===== src/rtl/cylon_scanner_if.sv =====
// Tick-generator side inputs and LED-bar side outputs of the cylon scanner.
// The master drives step/enable and the slave (the scanner) drives the bar.
interface cylon_scanner_if #(
    parameter int NUM_LEDS = 8
);
    localparam int PW = $clog2(NUM_LEDS);

    logic                step_pulse;
    logic                enable;
    logic [NUM_LEDS-1:0] leds;
    logic [PW-1:0]       position;
    logic                dir;
    logic                bounce;

    modport master (
        output step_pulse, enable,
        input  leds, position, dir, bounce
    );

    modport slave (
        input  step_pulse, enable,
        output leds, position, dir, bounce
    );
endinterface


===== src/rtl/cylon_scanner.sv =====
// Bouncing "cylon" eye on an LED bar: a head steps once per tick, dwells at
// each end, and leaves a halving-brightness trail rendered by a free-running PWM.
module cylon_scanner #(
    parameter int NUM_LEDS    = 8,
    parameter int PWM_BITS    = 4,
    parameter int DWELL_STEPS = 2
) (
    input  logic            clk,
    input  logic            rst,
    cylon_scanner_if.slave  bus
);
    localparam int PW  = $clog2(NUM_LEDS);
    localparam int DCW = $clog2(DWELL_STEPS + 2);
    localparam logic [PW-1:0]       LAST_POS   = PW'(NUM_LEDS - 1);
    localparam logic [PWM_BITS-1:0] MAX_BRIGHT = '1;
    // The pulse that enters DWELL counts as the first held tick, so the
    // reversal fires once dwell_cnt has reached DWELL_STEPS-2.
    localparam logic [DCW-1:0]      DWELL_LAST = DCW'((DWELL_STEPS > 1) ? (DWELL_STEPS - 2) : 0);

    typedef enum logic [1:0] {
        IDLE,
        RUN,
        DWELL
    } state_t;

    state_t              state_q, state_d;
    logic [PW-1:0]       position_q, position_d;
    logic                dir_q, dir_d;
    logic                bounce_q, bounce_d;
    logic [DCW-1:0]      dwell_cnt_q, dwell_cnt_d;
    logic [PWM_BITS-1:0] pwm_cnt_q, pwm_cnt_d;
    logic [PWM_BITS-1:0] bright_q [NUM_LEDS];
    logic [PWM_BITS-1:0] bright_d [NUM_LEDS];
    logic [NUM_LEDS-1:0] leds_q, leds_d;

    logic          at_end;
    logic [PW-1:0] fwd_pos;
    logic [PW-1:0] back_pos;

    assign pwm_cnt_d = pwm_cnt_q + 1'b1;

    for (genvar gi = 0; gi < NUM_LEDS; gi++) begin : g_led
        assign leds_d[gi] = (pwm_cnt_q < bright_q[gi]);
    end

    always_comb begin
        state_d     = state_q;
        position_d  = position_q;
        dir_d       = dir_q;
        bounce_d    = 1'b0;
        dwell_cnt_d = dwell_cnt_q;
        bright_d    = bright_q;
        at_end      = dir_q ? (position_q == LAST_POS) : (position_q == '0);
        fwd_pos     = dir_q ? (position_q + 1'b1) : (position_q - 1'b1);
        back_pos    = dir_q ? (position_q - 1'b1) : (position_q + 1'b1);

        case (state_q)
            IDLE: begin
                position_d  = '0;
                dir_d       = 1'b1;
                dwell_cnt_d = '0;
                for (int i = 0; i < NUM_LEDS; i++) bright_d[i] = '0;
                if (bus.enable) begin
                    state_d     = RUN;
                    bright_d[0] = MAX_BRIGHT;
                end
            end
            RUN, DWELL: begin
                if (!bus.enable) begin
                    state_d     = IDLE;
                    position_d  = '0;
                    dir_d       = 1'b1;
                    dwell_cnt_d = '0;
                    for (int i = 0; i < NUM_LEDS; i++) bright_d[i] = '0;
                end else if (bus.step_pulse) begin
                    for (int i = 0; i < NUM_LEDS; i++) bright_d[i] = bright_q[i] >> 1;
                    if (state_q == RUN && !at_end) begin
                        position_d = fwd_pos;
                    end else if (state_q == RUN && DWELL_STEPS != 0) begin
                        state_d     = DWELL;
                        dwell_cnt_d = '0;
                    end else if (state_q == DWELL && dwell_cnt_q != DWELL_LAST) begin
                        dwell_cnt_d = dwell_cnt_q + 1'b1;
                    end else begin
                        state_d     = RUN;
                        dir_d       = !dir_q;
                        bounce_d    = 1'b1;
                        position_d  = back_pos;
                        dwell_cnt_d = '0;
                    end
                    // Whoever is head after this step is always at full brightness.
                    bright_d[position_d] = MAX_BRIGHT;
                end
            end
            default: state_d = IDLE;
        endcase
    end

    always_ff @(posedge clk) begin
        if (rst) begin
            state_q     <= IDLE;
            position_q  <= '0;
            dir_q       <= 1'b1;
            bounce_q    <= 1'b0;
            dwell_cnt_q <= '0;
            pwm_cnt_q   <= '0;
            leds_q      <= '0;
            for (int i = 0; i < NUM_LEDS; i++) bright_q[i] <= '0;
        end else begin
            state_q     <= state_d;
            position_q  <= position_d;
            dir_q       <= dir_d;
            bounce_q    <= bounce_d;
            dwell_cnt_q <= dwell_cnt_d;
            pwm_cnt_q   <= pwm_cnt_d;
            leds_q      <= leds_d;
            for (int i = 0; i < NUM_LEDS; i++) bright_q[i] <= bright_d[i];
        end
    end

    assign bus.leds     = leds_q;
    assign bus.position = position_q;
    assign bus.dir      = dir_q;
    assign bus.bounce   = bounce_q;
endmodule


===== src/flat_wrapper.sv =====
// flat-port wrapper written by rule: the top's interface ports become plain ports
module cylon_scanner_flat 
#(
    parameter int NUM_LEDS    = 8,
    parameter int PWM_BITS    = 4,
    parameter int DWELL_STEPS = 2
)
  (clk, rst, bus_step_pulse, bus_enable, bus_leds, bus_position, bus_dir, bus_bounce);
  cylon_scanner_if #(.NUM_LEDS(NUM_LEDS)) bus_i ();
  input  logic clk;
  input  logic rst;
  input wire logic [$bits(bus_i.step_pulse)-1:0] bus_step_pulse;
  input wire logic [$bits(bus_i.enable)-1:0] bus_enable;
  output wire logic [$bits(bus_i.leds)-1:0] bus_leds;
  output wire logic [$bits(bus_i.position)-1:0] bus_position;
  output wire logic [$bits(bus_i.dir)-1:0] bus_dir;
  output wire logic [$bits(bus_i.bounce)-1:0] bus_bounce;
  assign bus_i.step_pulse = bus_step_pulse;
  assign bus_i.enable = bus_enable;
  assign bus_leds = bus_i.leds;
  assign bus_position = bus_i.position;
  assign bus_dir = bus_i.dir;
  assign bus_bounce = bus_i.bounce;
  cylon_scanner #(.NUM_LEDS(NUM_LEDS), .PWM_BITS(PWM_BITS), .DWELL_STEPS(DWELL_STEPS)) u_core (.clk(clk), .rst(rst), .bus(bus_i));
endmodule

===== config.mk =====
export PLATFORM = sky130hd
export DESIGN_NAME = cylon_scanner_flat
export DESIGN_NICKNAME = d
export VERILOG_FILES = /design/src/rtl/cylon_scanner_if.sv /design/src/rtl/cylon_scanner.sv /design/src/flat_wrapper.sv
export SDC_FILE = /design/constraint.sdc
export NUM_CORES = 1
export LEC_CHECK = 0
export ABC_AREA = 1
export CORE_ASPECT_RATIO = 0.8
export CORE_UTILIZATION = 55
export CTS_CLUSTER_DIAMETER = 50
export DETAILED_ROUTE_END_ITERATION = 8
export PLACE_DENSITY_LB_ADDON = 0.08
export SLEW_MARGIN = 20
export SYNTH_ARGS = -nofsm -noshare
export SYNTH_HDL_FRONTEND = slang
export SYNTH_SLANG_ARGS = --single-unit

===== constraint.sdc =====
create_clock -name clk -period 2.1 [get_ports clk]
set_input_delay 0.21 -clock clk [delete_from_list [all_inputs] [get_ports clk]]
set_output_delay 0.21 -clock clk [all_outputs]
set_load 0.01 [all_outputs]

# --- Yosys cells after proc, flatten, opt, wreduce, memory -nomap -nowiden ---
# Index checks and enable logic that the tools add are counted.
totals:
  register_bits: 53
  in_bits: 4
  elab_cells: 96
classes:
  muxes: 38
  add_sub_neg: 4
  n_eq_ne: 9
  n_lt_le_gt_ge: 10
  bitwise_logic: 5
  reduce_logical: 15
op_table:
  columns: ["operator", "n"]
  rows:
  - ["32-bit two-way mux", 2]
  - ["32-bit case mux with 2 select lines", 1]
  - ["4-bit < comparator", 8]
  - ["31-bit by 32-bit OR with 32-bit output", 1]
  - ["3-bit two-way mux", 10]
  - ["2-bit two-way mux", 11]
  - ["4-bit demux with 3-bit select", 1]
  - ["3-bit inequality test, second input constant", 4]
  - ["4-bit two-way mux", 2]
  - ["2-bit case mux with 2 select lines", 2]
  - ["1-bit two-way mux", 7]
  - ["3-bit case mux with 2 select lines", 1]
  - ["6-bit OR reduction", 1]
  - ["5-bit AND reduction", 1]
  - ["4-bit by 1-bit adder with 4-bit output, second input constant", 1]
  - ["4-bit greater-or-equal comparator, second input constant", 1]
  - ["4-bit by 1-bit < comparator with 1-bit output, second input constant", 1]
  - ["4-bit by 3-bit inequality test with 1-bit output, second input constant", 1]
  - ["3-bit NOT with 4-bit output", 1]
  - ["4-bit AND reduction", 1]
  - ["2-bit nonzero test", 2]
  - ["3-bit by 1-bit adder with 3-bit output, second input constant", 1]
  - ["3-bit equality test, second input constant", 1]
  - ["1-bit logical AND", 3]
  - ["13 further kinds", 16]

# --- Logic depth before layout (Yosys ltp) ---
# Gate-level depths: netlist of run 1.
logic_depth:
  ltp_word: 17
  depth_mapped: 14
  depth_no_buf: 14

# --- Worst setup path after synthesis of run 1 ---
# No wires, ideal clock.
synth_timing:
  path_type: "flip-flop to flip-flop"
  from: "register u_core.position_q[0] (netlist: u_core.bus.position[0])"
  to: "register u_core.bright_q[28] in the netlist's numbering"
  arrival_ns: 1.776
  synth_period_minus_slack_ns: 1.844
  slack_ns: 0.256
  path_stages_with_launch: 12
  cell_sequence: "dfxtp_1 -> inv_1 -> ha_1 -> xnor2_1 -> nand2_1 -> nand3_1 -> nand2_2 -> nor2_2 -> nand2_1 -> nand2_1 -> nand2_2 -> a21oi_2"
synth_between:
  elab_chain_cells: 17
synth_lines:
  columns: ["element", "line", "source"]
  rows:
  - ["start: declaration", "cylon_scanner.sv:27", "logic [PW-1:0] position_q, position_d;"]
  - ["start signal: assignment", "cylon_scanner.sv:111", "position_q <= position_d;"]
  - ["3-bit by 1-bit adder with 3-bit output (tied with other cells)", "cylon_scanner.sv:54, cylon_scanner.sv:55", null]
  - ["3-bit two-way mux / 1-bit two-way mux (equally long branches)", "cylon_scanner.sv:55, cylon_scanner.sv:53", null]
  - ["3-bit two-way mux / 1-bit zero test (equally long branches)", "cylon_scanner.sv:82, cylon_scanner.sv:77", null]
  - ["3-bit two-way mux / 1-bit logical AND (equally long branches)", "cylon_scanner.sv:79, cylon_scanner.sv:77", null]
  - ["3-bit two-way mux (*)", "cylon_scanner.sv:77", "if (state_q == RUN && !at_end) begin"]
  - ["3-bit two-way mux (*)", "cylon_scanner.sv:75", "end else if (bus.step_pulse) begin"]
  - ["3-bit two-way mux (*)", "cylon_scanner.sv:69", "if (!bus.enable) begin"]
  - ["3-bit two-way mux (*)", "cylon_scanner.sv:57", "case (state_q)"]
  - ["3-bit NOT with 4-bit output (implied by the code) (*)", "cylon_scanner.sv:92", "bright_d[position_d] = MAX_BRIGHT;"]
  - ["4-bit greater-or-equal comparator (implied by the code) / 4-bit by 1-bit < comparator with 1-bit output (equally long branches)", "cylon_scanner.sv:92", null]
  - ["1-bit logical AND (implied by the code)", "cylon_scanner.sv:92", null]
  - ["4-bit two-way mux (implied by the code)", "cylon_scanner.sv:92", null]
  - ["4-bit demux with 3-bit select (*)", "cylon_scanner.sv:92", null]
  - ["31-bit by 32-bit OR with 32-bit output (no source line) (*)", null, null]
  - ["32-bit two-way mux (*)", "cylon_scanner.sv:75", null]
  - ["32-bit two-way mux (*)", "cylon_scanner.sv:69", null]
  - ["32-bit case mux with 2 select lines (*)", "cylon_scanner.sv:57", null]
  - ["end: declaration", "cylon_scanner.sv:32", "logic [PWM_BITS-1:0] bright_q [NUM_LEDS];"]
# Every way passes the cells marked *; elsewhere a longest branch is shown, timed or not. The select of a mux whose other input is x is not followed.
# A chain may end at the register's enable or synchronous reset.

# --- Worst setup path after layout of run 1 ---
layout_timing:
  from: "register u_core.position_q[1] (netlist: u_core.bus.position[1])"
  to: "register u_core.bright_q[28] in the netlist's numbering"
# The elaborated chain is that of the path after synthesis.

==> results of run 1 <==
## final cells by class
type / count / area [um^2]
well taps: 62 / 77.57
clock buffers: 6 / 72.57
inverters: 62 / 232.7
repair buffers: 23 / 220.2
flip-flops and latches: 53 / 1061
fillers: 460 / 1814
multi-input cells: 241 / 1572
clock inverters: 2 / 15.01
## critical path, cell delays in order, from the launching register on
cell and delay (ps):
sky130_fd_sc_hd__dfxtp_1 380, sky130_fd_sc_hd__inv_1 110, sky130_fd_sc_hd__ha_1 310, sky130_fd_sc_hd__xnor2_1 220, sky130_fd_sc_hd__nand2_1 80, sky130_fd_sc_hd__nand3_1 90
sky130_fd_sc_hd__nand2_2 80, sky130_fd_sc_hd__nor2_2 140, sky130_fd_sc_hd__nand2_1 80, sky130_fd_sc_hd__nand2_1 80, sky130_fd_sc_hd__nand2_2 100, sky130_fd_sc_hd__a21oi_2 130
## Yosys cell counts
cell type / instances
sky130_fd_sc_hd__o21ai_0: 9
sky130_fd_sc_hd__nand3_1: 8
sky130_fd_sc_hd__inv_2: 4
sky130_fd_sc_hd__nand2_1: 49
sky130_fd_sc_hd__nand3_4: 1
sky130_fd_sc_hd__o22ai_1: 9
sky130_fd_sc_hd__xnor2_1: 2
sky130_fd_sc_hd__a21oi_1: 33
sky130_fd_sc_hd__nor2_1: 37
sky130_fd_sc_hd__xor2_2: 1
sky130_fd_sc_hd__buf_1: 1
sky130_fd_sc_hd__a211oi_1: 5
sky130_fd_sc_hd__nor4_1: 1
sky130_fd_sc_hd__xor2_1: 1
sky130_fd_sc_hd__nand2_2: 5
sky130_fd_sc_hd__a21boi_0: 8
sky130_fd_sc_hd__nand2_4: 1
sky130_fd_sc_hd__nand3_2: 4
sky130_fd_sc_hd__nor2_2: 8
sky130_fd_sc_hd__buf_4: 2
sky130_fd_sc_hd__buf_2: 3
sky130_fd_sc_hd__o211ai_1: 5
sky130_fd_sc_hd__clkbuf_1: 6
sky130_fd_sc_hd__dfxtp_1: 53
sky130_fd_sc_hd__a21oi_2: 4
sky130_fd_sc_hd__xor2_4: 1
sky130_fd_sc_hd__nor2_4: 1
sky130_fd_sc_hd__a22oi_1: 12
sky130_fd_sc_hd__o21a_1: 1
sky130_fd_sc_hd__ha_1: 34
sky130_fd_sc_hd__o2111ai_1: 1
sky130_fd_sc_hd__inv_1: 58
## power by group through the flow
stage | Clock [W] | Combinational [W] | Sequential (W)
3_5_place_dp | 0 | 0.00166 | 0.00128
4_1_cts | 0.000583 | 0.00167 | 0.00125
2_1_floorplan | 0 | 0.00126 | 0.00127
3_3_place_gp | 0 | 0.00163 | 0.00127
5_1_grt | 0.000615 | 0.00189 | 0.00127
6_report | 0.000562 | 0.00167 | 0.00125
## stage by stage
step,setup slack [ps],instance area (um^2)
after global placement,280.7,3161
final,246.1,3251
after global routing,68.36,3251
after detailed placement,187.7,3161
after floorplan,256.2,2919
after CTS,172.0,3248
## layout by cell type, fill, tap and decap left out, types with 8 or more instances in the layout
cell / count
sky130_fd_sc_hd__o22ai_1: 9
sky130_fd_sc_hd__nor2_1: 37
sky130_fd_sc_hd__dfxtp_1: 53
sky130_fd_sc_hd__nor2_2: 8
sky130_fd_sc_hd__inv_1: 58
sky130_fd_sc_hd__ha_1: 34
sky130_fd_sc_hd__o21ai_0: 9
sky130_fd_sc_hd__a21oi_1: 33
sky130_fd_sc_hd__a22oi_1: 12
sky130_fd_sc_hd__clkdlybuf4s50_1: 15
sky130_fd_sc_hd__nand3_1: 8
sky130_fd_sc_hd__a21boi_0: 8
sky130_fd_sc_hd__nand2_1: 48
## flip-flops by register name, summed over array words and instances (netlist names)
signal,cells
u_core.pwm_cnt_q,4
u_core.bright_q,32
u_core.state_q,2
u_core.bus.leds,8
u_core.bus.position,3
u_core.bus.dir,1
u_core.dwell_cnt_q,2
u_core.bus.bounce,1
## cells by family after synthesis
family                   after synthesis  share of synthesized area
AND/OR/NAND/NOR                      115                     0.1817
AO/OA/AOI/OAI                         87                     0.1860
buffers and inverters                 74                    0.09901
flip-flops                            53                     0.3635
adder cells (fa/ha/maj)               34                     0.1457
XOR/XNOR                               5                    0.02401
## layer usage
metal | vias up | GRT usage | wire [um]
met1 | 1080 | 0.2827 | 2885
met2 | 43 | 0.3740 | 2477
met3 | 4 | 0.03790 | 241
li1 | 1245 | - | -
met5 | - | 0 | 0
met4 | 0 | 0.05508 | 44
## worst paths after layout
kind	endpoint	slack, ps	cells after the start
max	u_core.bright_q[28]	250	11
min	u_core.pwm_cnt_q[0]	320	2
max reg2reg	u_core.bright_q[28]	250	11
min reg2reg	u_core.pwm_cnt_q[0]	470	1
==> flow_summary.ini, run 1 <==
[outcome]
status = complete, no violations

[power_and_ir_drop]
irDropWorstVdd_v = 0.0006222
power.combinational.fraction = 0.479
switchingPower_w = 0.001472
power_report.internal_total_w = 0.002014
share_seq_of_total_power = 0.360
power_density_mw_per_mm2 = 1072
relative_contribution_of_the_clock_network_to_total_power = 0.161
swShare = 0.4223
power.total_w = 0.003485
p_leak_nw = 1.317

[final_layout]
layout-area-overhead-vs-synth_pct = 11.36
drive_above_1_share = 0.1189
final_core_utilization = 0.6418
layoutNonFillerInstCount = 449
layout.nets = 424
antennaDiodeCount = 0

[clocking]
clock-sinks = 53
cts_buffers = 5
clk_transition_reported_paths_ps = 100
postCtsSetupRepairBufs = 0
cts.htree.levels = 2
tritoncts = built
postCtsHoldBufs = 0
worstSkewPairLatency_ps = 300
clockRootBuffer = sky130_fd_sc_hd__clkbuf_8
cts_resized = 0
clockBufferDepth = 2

[placed_design]
place.gp.congestion = 0.8753
port-buffer-count = 16
post-place-cells = 441
half_perimeter_wire_length_of_the_detailed_placement_result_um = 4147

[synthesis]
synthesis.yosys.warnings = 0
synth_top_cells_by_area = sky130_fd_sc_hd__dfxtp_1 (36%), sky130_fd_sc_hd__ha_1 (15%), sky130_fd_sc_hd__inv_1 (7.5%), sky130_fd_sc_hd__nand2_1 (6.3%), sky130_fd_sc_hd__a21oi_1 (5.7%)
number_of_synthesized_register_bits = 53
yosysTopAreaCell = sky130_fd_sc_hd__dfxtp_1
syn_avg_cell_area_um2 = 7.932
synth.net_count = 406
yosysSeqAreaShare = 0.3635
synthDominantCellAreaShare = 0.3635
area_of_the_mapped_netlist_mm2 = 0.002919
post_synth_cell_types = 32
post_synthesis_cells = 368

[critical_path]
critical_path_required_ps = 2340
worst_setup_path_start_kind = flip-flop
critical_path.reg2reg.startpoint = u_core.bus.position[1]
timing_worst_setup_path_type = flip-flop to flip-flop
setup.worst_path.end_class = flip-flop
worst_setup_path_startpoint = u_core.bus.position[1]
worst-endpoint-arrival_ps = 2100
worstPathMaxFanout = 4

[sta]
max_transition_viols_final = 0
grt_setup_unrepaired = no
setup_viol_count_final = 0
fmaxAchievable_ghz = 0.5394
whs_ps = 317.1
finalHoldViolations = 0
setup_tns_ps = 0
finalCritPeriodShare = 0.8828
tightestPinTransition_ps = 454.8
layout_min_cycle_time_ps = 1854
maxSlewHeadroom = 0.6964
skew_ps = 8.029

[floorplan]
initial_cell_density_of_the_core = 0.5763
dieWidth_um = 83.45
boundaryPins = 17
design.core.area_mm2 = 0.005065
die_h_um = 67.16
floorplan.die_area_mm2 = 0.005605
rows = 23

[detailed_routing]
drt_wl_total_um = 5649
via_density = 5.283
via_count = 2372
route.detailed.wl_per_inst_um = 12.58
firstDrtPassIters = 4
drt_iter0_drc = 135
remaining_drc_errors = 0
detail-route-antenna-nets = 0

[hold_path]
timing.hold.worst.start = rst
worst_hold_path_type = input pin to flip-flop

[global_routing]
pin_count_of_the_biggest_net_entering_global_routing = 35
antenna_violations_before_repair = 0
first_global_vias = 2182
grt_overflow = 0
grt_use_total = 0.2152
grt_pass1_wl_um = 9563

[flow_run]
max_cap_viols = 0
(Power assumes the default switching activity.)
==> run 2: changes to the inputs <==
--- a/config.mk
+++ b/config.mk
@@ -9,6 +9,7 @@
 export CORE_ASPECT_RATIO = 0.8
 export CORE_UTILIZATION = 55
 export CTS_CLUSTER_DIAMETER = 50
+export CTS_CLUSTER_SIZE = 30
 export DETAILED_ROUTE_END_ITERATION = 8
 export PLACE_DENSITY_LB_ADDON = 0.08
 export SLEW_MARGIN = 20
==> results of run 2 <==
Same layout as run 1: the final DEF is identical, and so are final timing and power.
==> run 3: changes to the inputs <==
--- a/config.mk
+++ b/config.mk
@@ -6,13 +6,15 @@
 export NUM_CORES = 1
 export LEC_CHECK = 0
 export ABC_AREA = 1
+export CELL_PAD_IN_SITES_DETAIL_PLACEMENT = 1
+export CELL_PAD_IN_SITES_GLOBAL_PLACEMENT = 2
 export CORE_ASPECT_RATIO = 0.8
-export CORE_UTILIZATION = 55
+export CORE_UTILIZATION = 36
 export CTS_CLUSTER_DIAMETER = 50
 export CTS_CLUSTER_SIZE = 30
 export DETAILED_ROUTE_END_ITERATION = 8
 export PLACE_DENSITY_LB_ADDON = 0.08
-export SLEW_MARGIN = 20
+export SLEW_MARGIN = 10
 export SYNTH_ARGS = -nofsm -noshare
 export SYNTH_HDL_FRONTEND = slang
 export SYNTH_SLANG_ARGS = --single-unit
==> run 3 against run 2 <==
  * Combinational power increased by 8%
  * Critical path depth increased by 1
  * Power increased by 5.5%
  * Routed wire length increased by 25%
  * Hold slack improved by 31 ps
  * Utilization decreased by 20 points
  * Count of clock-buffer cells in the layout unchanged
  * Critical path type unchanged
==> flow_summary.ini, run 3 (synthesized netlist as in run 1, its figures left out) <==
[critical_path]
worst_setup_path_start_kind = flip-flop
worstPathMaxFanout = 6
critical_path_required_ps = 2350
worst-endpoint-arrival_ps = 2180
timing_worst_setup_path_type = flip-flop to flip-flop
timing.reg2reg.worst_path_depth = 12
setup.worst_path.end_class = flip-flop

[detailed_routing]
detailroute.wirelength.met3_um = 170
routed-wl-met2_um = 3125
top_layer_used = met4
detail-route-antenna-nets = 0
drt_iter0_drc = 76
firstDrtPassIters = 4
via_count = 2408
via_density = 4.855
drt_wl_total_um = 7040
remaining_drc_errors = 0
wl_met1_um = 3716
route.detailed.wl_per_inst_um = 14.19

[placed_design]
half_perimeter_wire_length_of_the_detailed_placement_result_um = 5339
port-buffer-count = 16
dpl_worst_slack_ps = 204.5
place.gp.congestion = 0.7404

[clocking]
cts_buffers = 5
postCtsHoldBufs = 0
clockRootBuffer = sky130_fd_sc_hd__clkbuf_8
worstSkewPairLatency_ps = 310
clk_transition_reported_paths_ps = 100
clockBufferDepth = 2
clock-sinks = 53
tritoncts = built
cts.htree.levels = 2

[hold_path]
worst_hold_path_type = input pin to flip-flop
min_path_cells = 2

[final_layout]
most-common-layout-cells = sky130_fd_sc_hd__inv_1 (58), sky130_fd_sc_hd__dfxtp_1 (53), sky130_fd_sc_hd__nand2_1 (49), sky130_fd_sc_hd__nor2_1 (36), sky130_fd_sc_hd__ha_1 (34)
layout.cells.most_common = sky130_fd_sc_hd__inv_1
multiInputGateArea_mm2 = 0.001572
largest_reg_flops = 32
largest_register = u_core.bright_q
layout-area-overhead-vs-synth_pct = 14.57
layout.nets = 429
seq_area_mm2 = 0.001061
antennaDiodeCount = 0
drive_above_1_share = 0.1304
fillerInstances = 970
final_core_utilization = 0.4379

[floorplan]
initial_cell_density_of_the_core = 0.3822
design.core.area_mm2 = 0.007637
die_h_um = 82.54
floorplan.die_area_mm2 = 0.008475
rows = 28
boundaryPins = 17
dieWidth_um = 102.7

[sta]
maxSlewHeadroom = 0.6563
finalHoldViolations = 0
postLayoutSetupSlackWorst_ps = 168.0
setup_tns_ps = 0
skew_ps = 11.50
whs_ps = 347.9
tightestPinTransition_ps = 515.5
max_transition_viols_final = 0
fmaxAchievable_ghz = 0.5176
setup_viol_count_final = 0
finalCritPeriodShare = 0.9200
layout_min_cycle_time_ps = 1932
grt_setup_unrepaired = no

[power_and_ir_drop]
irDropWorstVdd_v = 0.0003908
p_leak_nw = 1.347
swShare = 0.4293
relative_contribution_of_the_clock_network_to_total_power = 0.167
power_density_mw_per_mm2 = 1099
power.total_w = 0.003676
power.combinational.fraction = 0.491
share_seq_of_total_power = 0.342
power_report.internal_total_w = 0.002098
switchingPower_w = 0.001578

[outcome]
status = complete, no violations

[global_routing]
first_global_vias = 2416
grt_use_total = 0.1885
grt_overflow = 0
pin_count_of_the_biggest_net_entering_global_routing = 26
grt_pass1_wl_um = 12080
antenna_violations_before_repair = 0

[flow_run]
max_cap_viols = 0
[run 3: cell count changes in the layout (fill, tap and decap cells not counted)]
cell | previous run | this run
sky130_fd_sc_hd__nand2_2 | 6 | 5
sky130_fd_sc_hd__buf_4 | 6 | 11
sky130_fd_sc_hd__nor2_1 | 37 | 36
sky130_fd_sc_hd__clkbuf_1 | 1 | 0
sky130_fd_sc_hd__nand2_1 | 48 | 49
sky130_fd_sc_hd__clkinvlp_4 | 2 | 1
sky130_fd_sc_hd__nor2_2 | 8 | 9
sky130_fd_sc_hd__clkbuf_8 | 5 | 6
[run 3: layout make-up]
class                           instances  share of cell area
Sequential cell                        53              0.3172
Timing Repair Buffer                   28             0.07707
Clock inverter                          1            0.002245
Clock buffer                            6             0.02469
Multi-Input combinational cell        241              0.4699
Tap cell                              105             0.03928
Inverter                               62             0.06958
[run 3: final timing paths]
kind | end | start | slack [ps]
max | u_core.bright_q[30] | u_core.state_q[1] | 170
min | u_core.bright_q[14] | rst | 350
max reg2reg | u_core.bright_q[30] | u_core.state_q[1] | 170
min reg2reg | u_core.dwell_cnt_q[1] | u_core.dwell_cnt_q[1] | 470
[run 3: power by group through the flow]
stage	combinational [W]	clock (W)	sequential, W
detailed placement	0.00181	0	0.00128
global route	0.00204	0.000681	0.00128
CTS	0.00182	0.000638	0.00126
floorplan	0.00126	0	0.00127
global placement	0.00178	0	0.00127
finish	0.00181	0.000613	0.00126
[run 3: worst max-delay path, cell delays in order, from the launching register on]
cell and delay (ps):
sky130_fd_sc_hd__dfxtp_1 350, sky130_fd_sc_hd__inv_1 100, sky130_fd_sc_hd__ha_1 300, sky130_fd_sc_hd__inv_1 90
sky130_fd_sc_hd__nand2_2 140, sky130_fd_sc_hd__inv_1 80, sky130_fd_sc_hd__nand3_1 140, sky130_fd_sc_hd__nand3_4 130
sky130_fd_sc_hd__nor2_2 120, sky130_fd_sc_hd__nand2_1 90, sky130_fd_sc_hd__nand2_1 90, sky130_fd_sc_hd__nand2_2 100
sky130_fd_sc_hd__a21oi_2 130
[run 3: per-layer routing]
| layer | global-route usage | up-vias |
|---|---|---|
| met1 | 0.2698 | 1142 |
| li1 | - | 1244 |
| met3 | 0.03451 | 2 |
| met2 | 0.2940 | 20 |
| met5 | 0 | - |
| met4 | 0.03857 | 0 |
[run 3: repair_timing]
item / CTS / global route
buffers inserted: 0 / 0
endpoints found under the setup margin: 0 / 6
gates resized for setup: 0 / 1
[run 3: per-stage QoR]
step           instances  area [um^2]
2_1_floorplan        368         2919
3_3_place_gp         489         3252
3_5_place_dp         489         3252
4_1_cts              496         3342
5_1_grt              496         3344
6_report             496         3344
